### src/rtl/psi_pkg.sv
// Shared constants and default lookup contents for the psi(x) evaluator.
// Magnitudes are fixed point with 2 integer bits.
package psi_pkg;

    localparam int MIN_WIDTH = 5;
    localparam int MAX_WIDTH = 8;

    // round(16 * -ln(tanh(x/2))), x = addr/16; end points pinned to max/0
    localparam logic [5:0] PSI6 [64] = '{
        6'd63, 6'd55, 6'd44, 6'd38, 6'd33, 6'd30, 6'd27, 6'd25,
        6'd23, 6'd21, 6'd19, 6'd18, 6'd16, 6'd15, 6'd14, 6'd13,
        6'd12, 6'd12, 6'd11, 6'd10, 6'd9,  6'd9,  6'd8,  6'd8,
        6'd7,  6'd7,  6'd6,  6'd6,  6'd6,  6'd5,  6'd5,  6'd5,
        6'd4,  6'd4,  6'd4,  6'd4,  6'd3,  6'd3,  6'd3,  6'd3,
        6'd3,  6'd2,  6'd2,  6'd2,  6'd2,  6'd2,  6'd2,  6'd2,
        6'd2,  6'd1,  6'd1,  6'd1,  6'd1,  6'd1,  6'd1,  6'd1,
        6'd1,  6'd1,  6'd1,  6'd1,  6'd1,  6'd1,  6'd1,  6'd0
    };

    function automatic logic [7:0] psi_default(
        input int width,
        input int addr
    );
        int top;
        int sh;
        int idx;
        int frac;
        int nxt;
        int v;
        top = (1 << width) - 1;
        if (addr == 0) begin
            return 8'(top);
        end
        if (addr >= top) begin
            return 8'd0;
        end
        if (width == 6) begin
            return {2'b00, PSI6[addr]};
        end
        if (width < 6) begin
            // Half the resolution: sample every other entry and rescale
            v = (int'(PSI6[2 * addr]) + 1) >> 1;
        end else begin
            // Finer widths interpolate linearly between canonical entries
            sh   = width - 6;
            idx  = addr >> sh;
            frac = addr & ((1 << sh) - 1);
            nxt  = (idx == 63) ? 0 : int'(PSI6[idx + 1]);
            v    = int'(PSI6[idx]) * ((1 << sh) - frac) + nxt * frac;
        end
        if (v > top) begin
            v = top;
        end
        return 8'(v);
    endfunction

endpackage

### src/rtl/psi_table.sv
// Run-time programmable psi lookup table, one write port and
// LANES asynchronous read ports; reset and restore load defaults.
module psi_table
    import psi_pkg::*;
#(
    parameter int WIDTH = 6,
    parameter int LANES = 4
) (
    input  logic                     clk,
    input  logic                     rst_n,
    input  logic                     we,
    input  logic [WIDTH-1:0]         waddr,
    input  logic [WIDTH-1:0]         wdata,
    input  logic                     restore,
    input  logic [LANES*WIDTH-1:0]   rd_addr,
    output logic [LANES*WIDTH-1:0]   rd_data
);

    localparam int DEPTH = 1 << WIDTH;

    function automatic logic [DEPTH*WIDTH-1:0] def_flat();
        logic [DEPTH*WIDTH-1:0] r;
        r = '0;
        for (int a = 0; a < DEPTH; a++) begin
            r[a*WIDTH +: WIDTH] = WIDTH'(psi_default(WIDTH, a));
        end
        return r;
    endfunction

    localparam logic [DEPTH*WIDTH-1:0] DEF_FLAT = def_flat();

    logic [WIDTH-1:0] mem_q [DEPTH];
    logic [WIDTH-1:0] mem_d [DEPTH];

    always_comb begin
        for (int a = 0; a < DEPTH; a++) begin
            mem_d[a] = mem_q[a];
            if (restore) begin
                mem_d[a] = DEF_FLAT[a*WIDTH +: WIDTH];
            end else if (we && (waddr == WIDTH'(a))) begin
                mem_d[a] = wdata;
            end
        end
    end

    always_ff @(posedge clk or negedge rst_n) begin
        if (!rst_n) begin
            for (int a = 0; a < DEPTH; a++) begin
                mem_q[a] <= DEF_FLAT[a*WIDTH +: WIDTH];
            end
        end else begin
            for (int a = 0; a < DEPTH; a++) begin
                mem_q[a] <= mem_d[a];
            end
        end
    end

    // Reads see the registered contents, so a same-edge write is not visible
    always_comb begin
        rd_data = '0;
        for (int l = 0; l < LANES; l++) begin
            rd_data[l*WIDTH +: WIDTH] = mem_q[rd_addr[l*WIDTH +: WIDTH]];
        end
    end

endmodule

### src/rtl/psi_pipe.sv
// Two-stage multi-lane psi(x) evaluator for sign-magnitude LLRs with
// valid/ready flow control and a saturating saturation counter.
module psi_pipe
    import psi_pkg::*;
#(
    parameter int WIDTH = 6,
    parameter int LANES = 4,
    parameter int CNT_W = 16
) (
    input  logic                     clk,
    input  logic                     rst_n,
    input  logic                     in_valid,
    output logic                     in_ready,
    input  logic [LANES-1:0]         in_sign,
    input  logic [LANES*WIDTH-1:0]   in_mag,
    output logic                     out_valid,
    input  logic                     out_ready,
    output logic [LANES-1:0]         out_sign,
    output logic [LANES*WIDTH-1:0]   out_mag,
    input  logic                     cfg_we,
    input  logic [WIDTH-1:0]         cfg_addr,
    input  logic [WIDTH-1:0]         cfg_data,
    input  logic                     cfg_restore,
    output logic [CNT_W-1:0]         sat_cnt,
    input  logic                     sat_clr
);

    localparam int INC_W = $clog2(LANES + 1);

    if (WIDTH < MIN_WIDTH || WIDTH > MAX_WIDTH) begin : g_bad_width
        $fatal(1, "psi_pipe: WIDTH must be within 5..8");
    end

    logic                   s0_valid_q, s0_valid_d;
    logic [LANES-1:0]       s0_sign_q, s0_sign_d;
    logic [LANES*WIDTH-1:0] s0_mag_q, s0_mag_d;
    logic                   s1_valid_q, s1_valid_d;
    logic [LANES-1:0]       s1_sign_q, s1_sign_d;
    logic [LANES*WIDTH-1:0] s1_mag_q, s1_mag_d;
    logic [CNT_W-1:0]       sat_cnt_q, sat_cnt_d;

    logic [LANES*WIDTH-1:0] lut_data;
    logic                   s0_free;
    logic                   s1_free;
    logic                   out_fire;
    logic [INC_W-1:0]       sat_inc;
    logic [CNT_W:0]         sat_sum;

    psi_table #(
        .WIDTH (WIDTH),
        .LANES (LANES)
    ) u_table (
        .clk     (clk),
        .rst_n   (rst_n),
        .we      (cfg_we),
        .waddr   (cfg_addr),
        .wdata   (cfg_data),
        .restore (cfg_restore),
        .rd_addr (s0_mag_q),
        .rd_data (lut_data)
    );

    assign s1_free  = !s1_valid_q || out_ready;
    assign s0_free  = !s0_valid_q || s1_free;
    assign in_ready = s0_free;
    assign out_fire = s1_valid_q && out_ready;

    assign out_valid = s1_valid_q;
    assign out_sign  = s1_sign_q;
    assign out_mag   = s1_mag_q;
    assign sat_cnt   = sat_cnt_q;

    always_comb begin
        s0_valid_d = s0_valid_q;
        s0_sign_d  = s0_sign_q;
        s0_mag_d   = s0_mag_q;
        if (s0_free) begin
            s0_valid_d = in_valid;
            if (in_valid) begin
                s0_sign_d = in_sign;
                s0_mag_d  = in_mag;
            end
        end
    end

    always_comb begin
        s1_valid_d = s1_valid_q;
        s1_sign_d  = s1_sign_q;
        s1_mag_d   = s1_mag_q;
        if (s1_free) begin
            s1_valid_d = s0_valid_q;
            if (s0_valid_q) begin
                s1_sign_d = s0_sign_q;
                s1_mag_d  = lut_data;
            end
        end
    end

    always_comb begin
        sat_inc = '0;
        for (int l = 0; l < LANES; l++) begin
            if (s1_mag_q[l*WIDTH +: WIDTH] == {WIDTH{1'b1}}) begin
                sat_inc = sat_inc + INC_W'(1);
            end
        end
    end

    // One spare carry bit detects overflow so the count sticks at max
    always_comb begin
        sat_sum   = {1'b0, sat_cnt_q}
                  + {{(CNT_W + 1 - INC_W){1'b0}}, sat_inc};
        sat_cnt_d = sat_cnt_q;
        if (sat_clr) begin
            sat_cnt_d = '0;
        end else if (out_fire) begin
            sat_cnt_d = sat_sum[CNT_W] ? {CNT_W{1'b1}}
                                       : sat_sum[CNT_W-1:0];
        end
    end

    always_ff @(posedge clk or negedge rst_n) begin
        if (!rst_n) begin
            s0_valid_q <= 1'b0;
            s0_sign_q  <= '0;
            s0_mag_q   <= '0;
            s1_valid_q <= 1'b0;
            s1_sign_q  <= '0;
            s1_mag_q   <= '0;
            sat_cnt_q  <= '0;
        end else begin
            s0_valid_q <= s0_valid_d;
            s0_sign_q  <= s0_sign_d;
            s0_mag_q   <= s0_mag_d;
            s1_valid_q <= s1_valid_d;
            s1_sign_q  <= s1_sign_d;
            s1_mag_q   <= s1_mag_d;
            sat_cnt_q  <= sat_cnt_d;
        end
    end

endmodule

### config.mk
export PLATFORM = sky130hd
export DESIGN_NAME = psi_pipe
export DESIGN_NICKNAME = d
export VERILOG_FILES = /design/src/rtl/psi_pkg.sv /design/src/rtl/psi_table.sv /design/src/rtl/psi_pipe.sv
export SDC_FILE = /design/constraint.sdc
export NUM_CORES = 1
export LEC_CHECK = 0
export ABC_CLOCK_PERIOD_IN_PS = 7400
export CAP_MARGIN = 20
export CORE_MARGIN = 2
export CORE_UTILIZATION = 65
export CTS_BUF_LIST = sky130_fd_sc_hd__clkbuf_4 sky130_fd_sc_hd__clkbuf_8
export CTS_CLUSTER_DIAMETER = 200
export DETAILED_ROUTE_END_ITERATION = 10
export PLACE_DENSITY = 0.8
export SYNTH_ARGS = -nofsm -noshare
export SYNTH_HDL_FRONTEND = slang
export SYNTH_SLANG_ARGS = --single-unit
### constraint.sdc
create_clock -name clk -period 7.4 [get_ports clk]
set_input_delay 1.48 -clock clk [delete_from_list [all_inputs] [get_ports clk]]
set_output_delay 1.48 -clock clk [all_outputs]
set_load 0.1 [all_outputs]
### Word level (Yosys, flattened, before mapping)

Cells that the tools add are included.

| word-level totals | value |
|---|---|
| register bits after elaboration | 458 |
| word-level logic and storage cells | 434 |
| input bits | 47 |
| output and inout port bits | 46 |

| operators by class | value |
|---|---|
| eq/ne operators | 67 |
| $add $sub $neg | 4 |
| reduce and logical (&&, ||, !) cells | 137 |
| bitwise logic cells | 4 |
| multiplexer cells | 147 |
| $lt $le $gt $ge | 4 |

Operators by type and width:

| kind | number |
|---|---|
| 6-bit 2-to-1 mux | 136 |
| 6-bit equality test, second input constant | 36 |
| 6-bit binary-select mux with 6-bit select | 4 |
| 2-bit nonzero test | 65 |
| 6-bit by 5-bit equality test with 1-bit output, second input constant | 16 |
| 1-bit logical AND | 65 |
| 6-bit by 4-bit equality test with 1-bit output, second input constant | 8 |
| 16-bit 2-to-1 mux | 3 |
| 7-bit greater-or-equal comparator, second input constant | 4 |
| 6-bit NOT with 7-bit output | 4 |
| 6-bit by 3-bit equality test with 1-bit output, second input constant | 4 |
| 16-bit by 3-bit adder with 17-bit output | 1 |
| 6-bit by 2-bit equality test with 1-bit output, second input constant | 2 |
| 3-bit by 1-bit adder with 3-bit output, second input constant | 3 |
| 3-bit 2-to-1 mux | 3 |
| 6-bit by 1-bit equality test with 1-bit output, second input constant | 1 |
| 6-bit zero test | 1 |
| 2-bit AND reduction | 2 |
| 1-bit zero test | 2 |
| 1-bit logical OR | 2 |
| 1-bit 2-to-1 mux | 1 |

### Logic depth before layout (Yosys ltp)

| logic depth | value |
|---|---|
| word-level depth | 12 |
| gate-level depth with buffers | 18 |
| gate-level depth less buffers | 16 |

### Cells and area by module

From an unflattened synthesis, not the netlist that was laid out.

| second synthesis, totals | value |
|---|---|
| cell total of the unflattened synthesis | 2760 |
| area total of the unflattened synthesis | 32089.5 um2 |

Modules (own cells, without submodules):

| module | area an instance (um2) | times used | cells each | sequential area each (um2) |
|---|---|---|---|---|
| psi_table | 28748.8 | 1 | 2509 | 9761.9 |
| psi_pipe | 3340.7 | 1 | 251 | 1851.8 |

### Worst setup path after synthesis

No wires, ideal clock.

| path | value |
|---|---|
| kind | register -> register |
| start point | reg s1_mag_q[7] (netlist: out_mag[7]) |
| end point | reg sat_cnt_q[3] (netlist: sat_cnt[3]) |
| path buffers | 1 |
| period minus slack after synthesis | 4.257 ns |
| arrival time | 4.158 ns |
| required time | 7.301 ns |
| path slack | 3.143 ns |
| library setup time | 0.099 ns |
| cell stages (with the launch flop) | 16 |
| cells stage by stage | dfrtp_1 nand2_1 or3_1 ha_1 xor2_1 ha_1 mux2_2 inv_1 fa_1 nor2b_1 o21ai_0 or4_1 clkbuf_1 a21oi_1 nor2_1 a311oi_1 |

| on the way | value |
|---|---|
| cells in the longest elaborated chain, start to end | 10 |

RTL lines:

| what | RTL line | RTL |
|---|---|---|
| start, declared | psi_pipe.sv:39 | `logic [LANES*WIDTH-1:0] s1_mag_q, s1_mag_d;` |
| start signal, assigned | psi_pipe.sv:136 | `s1_mag_q <= s1_mag_d;` |
| 6-bit equality test * | psi_pipe.sv:102 | `if (s1_mag_q[l*WIDTH +: WIDTH] == {WIDTH{1'b1}}) begin` |
| 3-bit 2-to-1 mux * | psi_pipe.sv:102 |  |
| 3-bit by 1-bit adder with 3-bit output | psi_pipe.sv:103 | `sat_inc = sat_inc + INC_W'(1);` |
| 3-bit 2-to-1 mux * | psi_pipe.sv:102 |  |
| 3-bit by 1-bit adder with 3-bit output | psi_pipe.sv:103 |  |
| 3-bit 2-to-1 mux * | psi_pipe.sv:102 |  |
| 16-bit by 3-bit adder with 17-bit output * | psi_pipe.sv:111 | `+ {{(CNT_W + 1 - INC_W){1'b0}}, sat_inc};` |
| 16-bit 2-to-1 mux * | psi_pipe.sv:116 | `sat_cnt_d = sat_sum[CNT_W] ? {CNT_W{1'b1}}` |
| 16-bit 2-to-1 mux * | psi_pipe.sv:115 | `end else if (out_fire) begin` |
| 16-bit 2-to-1 mux * | psi_pipe.sv:113 | `if (sat_clr) begin` |
| end signal, assigned | psi_pipe.sv:137 | `sat_cnt_q <= sat_cnt_d;` |
| end, declared | psi_pipe.sv:40 | `logic [CNT_W-1:0] sat_cnt_q, sat_cnt_d;` |

Every way passes the cells marked *; elsewhere a longest branch is shown, timed or not. The select of a mux whose other input is x is not followed.
A chain may end at the register's enable or synchronous reset.

### Worst setup path in the final report

| path | value |
|---|---|
| start point | in out_ready |
| end point | out in_ready |

| on the way | value |
|---|---|
| cells in the longest elaborated chain, start to end | 2 |

RTL lines:

| what | RTL line | RTL |
|---|---|---|
| start, declared | psi_pipe.sv:17 | `input logic out_ready,` |
| 1-bit logical OR | psi_pipe.sv:63 | `assign s1_free = !s1_valid_q \|\| out_ready;` |
| 1-bit logical OR | psi_pipe.sv:64 | `assign s0_free = !s0_valid_q \|\| s1_free;` |
| end, declared | psi_pipe.sv:13 | `output logic in_ready,` |

Every way passes these cells.

==> impl_metrics.env <==
export IMPL_status="complete, no violations"
export IMPL_synth_seq_cells=458
export IMPL_part_of_the_yosys_area_used_for_sequential_elements_pct=35.5
export IMPL_power_frac_clock_pct=31.2
export IMPL_cts_root_buf="sky130_fd_sc_hd__clkbuf_8"
export IMPL_post_route_cell_area_um2=35100
export IMPL_holdBufCountCts=0
export IMPL_cp_cell_sequence="clkdlybuf4s50_1, nand3b_1, clkdlybuf4s50_1"
export IMPL_yosysMostFrequentCell="sky130_fd_sc_hd__mux2i_1"
export IMPL_hold_path_class="flop to flop"
export IMPL_endpoint_kind="output pin"
export IMPL_grt_pass1_wl_um=174000
export IMPL_cts_repair_resized=0
export IMPL_final_core_util_pct=70.5
export IMPL_synth_warnings=0
export IMPL_numPlacedInstances=3701
export IMPL_dominantRegCellSynth="sky130_fd_sc_hd__dfrtp_1"
export IMPL_layoutNonFillerInstCount=3845
export IMPL_tightestPinTransition_ns=1.29
export IMPL_report_final_hold_viol_count=0
export IMPL_grt_antenna_before_repair=2
export IMPL_slew_headroom_pct=14.0
export IMPL_powerDensity_nw_per_um2=225
export IMPL_cts_sinks=458
export IMPL_rsz_0062_raised_after_global_routing="no"
export IMPL_drtAntennaViolNets=0
export IMPL_areaGrowthSynthToFinish_pct=7.47
export IMPL_syn_cell_area_um2=32700
export IMPL_synthDistinctLibCells=59
export IMPL_clkSlewWorstSetupHoldPaths_ns=0.06
export IMPL_chipHeight_um=228
export IMPL_signal_arrival_time_at_the_worst_endpoint_ns=3.28
export IMPL_vias=29400
export IMPL_p_sw_share_pct=39.2
export IMPL_synth_net_count=3261
export IMPL_fp_coreArea_um2=49900
export IMPL_postPlaceCellArea_um2=33500
export IMPL_seq_power_share_pct=35.9
export IMPL_hold_path_startpoint="s0_sign_q[2]$_DFFE_PN0P_"
export IMPL_switchingPower_uw=3090
export IMPL_maximum_number_of_pins_on_one_net_before_global_route_repair=176
export IMPL_dp_hpwl_um=71300
export IMPL_htree_levels=3
export IMPL_regToRegStartpoint="out_mag[1]$_DFFE_PN0P_"
export IMPL_final_max_slew_viol_count=0
export IMPL_worst_setup_path_start_kind="input port"
export IMPL_first_pass_iters=8
export IMPL_wl_per_cell_um=29.8
export IMPL_synth_top_area_share_pct=25.7
export IMPL_clock_tree_buffer_depth=3
export IMPL_synth_edff_count=0
export IMPL_post_route_fraction_of_the_period_consumed_by_the_critical_path_pct=64.4
export IMPL_post_cts_setup_buffer_count=0
export IMPL_io_pins=93
export IMPL_average_footprint_of_a_synthesized_cell_um2=10.2
export IMPL_clock_latency_ns=0.71
export IMPL_grt_pass1_vias=28300
export IMPL_total_wirelength_of_the_detailed_routed_design_um=115000
export IMPL_portBuffers=92
export IMPL_synth_cells=3206
export IMPL_timing_final_crit_period_ns=4.76
export IMPL_gp_congestion=0.966
export IMPL_yosys_top_cells_area="sky130_fd_sc_hd__dfrtp_1 26%, sky130_fd_sc_hd__mux2i_1 15%, sky130_fd_sc_hd__mux4_2 13%"
export IMPL_total_neg_setup_slack_ns=0
export IMPL_floorplan_initialDensity_pct=65.6
export IMPL_max_freq_mhz=210
export IMPL_worstSetupPathType="input port to output pin"
export IMPL_fp_row_count=82
export IMPL_clock_skew_ns=0.0519
export IMPL_via_per_instance_ratio=7.64
export IMPL_timing_max_cap_violations=0
export IMPL_synth_async_reset_ratio_pct=100
export IMPL_total_routing_usage_reported_by_global_routing_pct=43.6
export IMPL_post_route_drc_count=0
export IMPL_clock_tree_from_tritoncts="done"
export IMPL_crit_top_cell="sky130_fd_sc_hd__clkdlybuf4s50_1"
export IMPL_p_int_uw=4800
export IMPL_n_fill_cell=3711
export IMPL_globalRouteOverflowTotal=0
export IMPL_p_leak_uw=0.0143
export IMPL_final_net_count=3167
export IMPL_setup_worst_path_start="out_ready"
export IMPL_vdd_drop_max_mv=0.214
export IMPL_synth_area_leader_cell="sky130_fd_sc_hd__dfrtp_1"
export IMPL_cts_buffer_count=80
export IMPL_cpPeakStageDelay_ns=1.14
export IMPL_share_comb_of_total_power_pct=32.9
export IMPL_dieArea_um2=52100
export IMPL_cp_slowest_cell="sky130_fd_sc_hd__clkdlybuf4s50_1"
export IMPL_finalSetupViolations=0
export IMPL_drt_first_iter_violations=4964
export IMPL_cp_data_required_time_ns=5.92
export IMPL_final_hold_worst_slack_ns=0.486
export IMPL_synth_top_cells_by_count="504 x sky130_fd_sc_hd__mux2i_1, 389 x sky130_fd_sc_hd__nand2_1, 336 x sky130_fd_sc_hd__dfrtp_1"
export IMPL_critPathMaxFanout=4
export IMPL_layout_cell_share_with_drive_strength_beyond_1_pct=19.4
export IMPL_die_x_um=228
-- metrics by stage --
stage / setup slack, ns / total power [uW]
after global routing: 2.58 / 8060
after global placement: 2.64 / 5300
after detailed placement: 2.64 / 5330
after floorplan: 3.14 / 4540
final: 2.64 / 7890
after CTS: 2.64 / 7760
-- cell type report --
cell class                      instances  area (um2)  share of cell area (%)
Multi-Input combinational cell       2410       19500                    55.6
Tap cell                              672         841                    2.39
Sequential cell                       458       11600                    33.1
Clock buffer                          132        1580                    4.49
Inverter                                6        22.5                  0.0641
Clock inverter                          9        55.1                   0.157
Timing Repair Buffer                  156        1450                    4.12
Antenna cell                            2        5.00                  0.0142
-- per-layer routing --
metal  share of wire, %  up-vias  global-route usage [%]
li1                   -    11900                       -
met1                 36    14400                    58.4
met2                 43     2574                    62.9
met3                 15      562                    14.7
met4                6.1        0                    23.8
met5                  0        -                       0
-- critical path, delay by kind of cell --
kind          cells  cell delay, ns
simple gates      1            0.16
buf+inv           2            1.64
-- path summary, 6_finish.rpt --
check | to | slack (ns) | depth (start not counted)
max in group asynchronous | u_table.mem_q[166]$_DFFE_PN0P_ | 5.22 | 2
min | out_sign[2]$_DFFE_PN0P_ | 0.49 | 2
max reg2reg | sat_cnt[3]$_DFFE_PN0P_ | 2.91 | 15
min reg2reg | out_sign[2]$_DFFE_PN0P_ | 0.49 | 2
max | in_ready | 2.64 | 3
min in group asynchronous | u_table.mem_q[116]$_DFFE_PN0P_ | 0.76 | 1
-- state kept, by name, summed over array words and instances, names as in the netlist --
name	flops
out_mag	24
s0_mag_q	24
u_table.mem_q	384
out_valid	1
sat_cnt	16
s0_sign_q	4
s0_valid_q	1
out_sign	4
-- power groups by stage --
stage	Sequential, uW	Combinational, uW	Clock [uW]
4_1_cts	2810	2490	2460
2_1_floorplan	3110	1430	0
6_report	2830	2600	2470
3_3_place_gp	2850	2450	0
3_5_place_dp	2850	2480	0
5_1_grt	2830	2630	2600
-- logic make-up (layout without fill, tap and decap cells) --
logic type               after synthesis  after routing  synth area share [%]
AND/OR/NAND/NOR                     1074           1074                  16.1
multiplexers                         734            734                  30.5
AO/OA/AOI/OAI                        590            590                  12.5
flip-flops                           458            458                  35.5
buffers and inverters                338            303                  4.98
adder cells (fa/ha/maj)                8              8                 0.329
XOR/XNOR                               4              4                 0.107
other                                  0              2                     0
-- layout by cell type (no fill, tap or decap), types with 5 or more instances in the layout --
cell / count
sky130_fd_sc_hd__mux2i_1: 504
sky130_fd_sc_hd__buf_4: 60
sky130_fd_sc_hd__nand3_1: 263
sky130_fd_sc_hd__buf_12: 5
sky130_fd_sc_hd__clkbuf_8: 94
sky130_fd_sc_hd__nand2_1: 388
sky130_fd_sc_hd__nor2b_2: 8
sky130_fd_sc_hd__inv_1: 6
sky130_fd_sc_hd__a211o_1: 42
sky130_fd_sc_hd__a211oi_1: 54
sky130_fd_sc_hd__and2_1: 8
sky130_fd_sc_hd__a22o_1: 55
sky130_fd_sc_hd__a221oi_1: 60
sky130_fd_sc_hd__ha_1: 7
sky130_fd_sc_hd__nor4_1: 24
sky130_fd_sc_hd__dfrtp_2: 8
sky130_fd_sc_hd__nor3_1: 7
sky130_fd_sc_hd__dfstp_2: 122
sky130_fd_sc_hd__dfrtp_1: 324
sky130_fd_sc_hd__nand2b_1: 11
sky130_fd_sc_hd__or2_2: 6
sky130_fd_sc_hd__and2b_1: 8
sky130_fd_sc_hd__clkbuf_4: 38
sky130_fd_sc_hd__mux2_2: 29
sky130_fd_sc_hd__a22oi_1: 112
sky130_fd_sc_hd__nor2b_1: 89
sky130_fd_sc_hd__nor2_2: 24
sky130_fd_sc_hd__nor2_1: 109
sky130_fd_sc_hd__nand3b_1: 83
sky130_fd_sc_hd__o22ai_1: 24
sky130_fd_sc_hd__a21oi_1: 201
sky130_fd_sc_hd__and3_1: 20
sky130_fd_sc_hd__buf_2: 5
sky130_fd_sc_hd__mux4_1: 15
sky130_fd_sc_hd__mux4_2: 184
sky130_fd_sc_hd__clkdlybuf4s50_1: 84
sky130_fd_sc_hd__clkinv_2: 6
sky130_fd_sc_hd__o31ai_1: 24
Note: power is estimated with default switching activity, not from simulation.
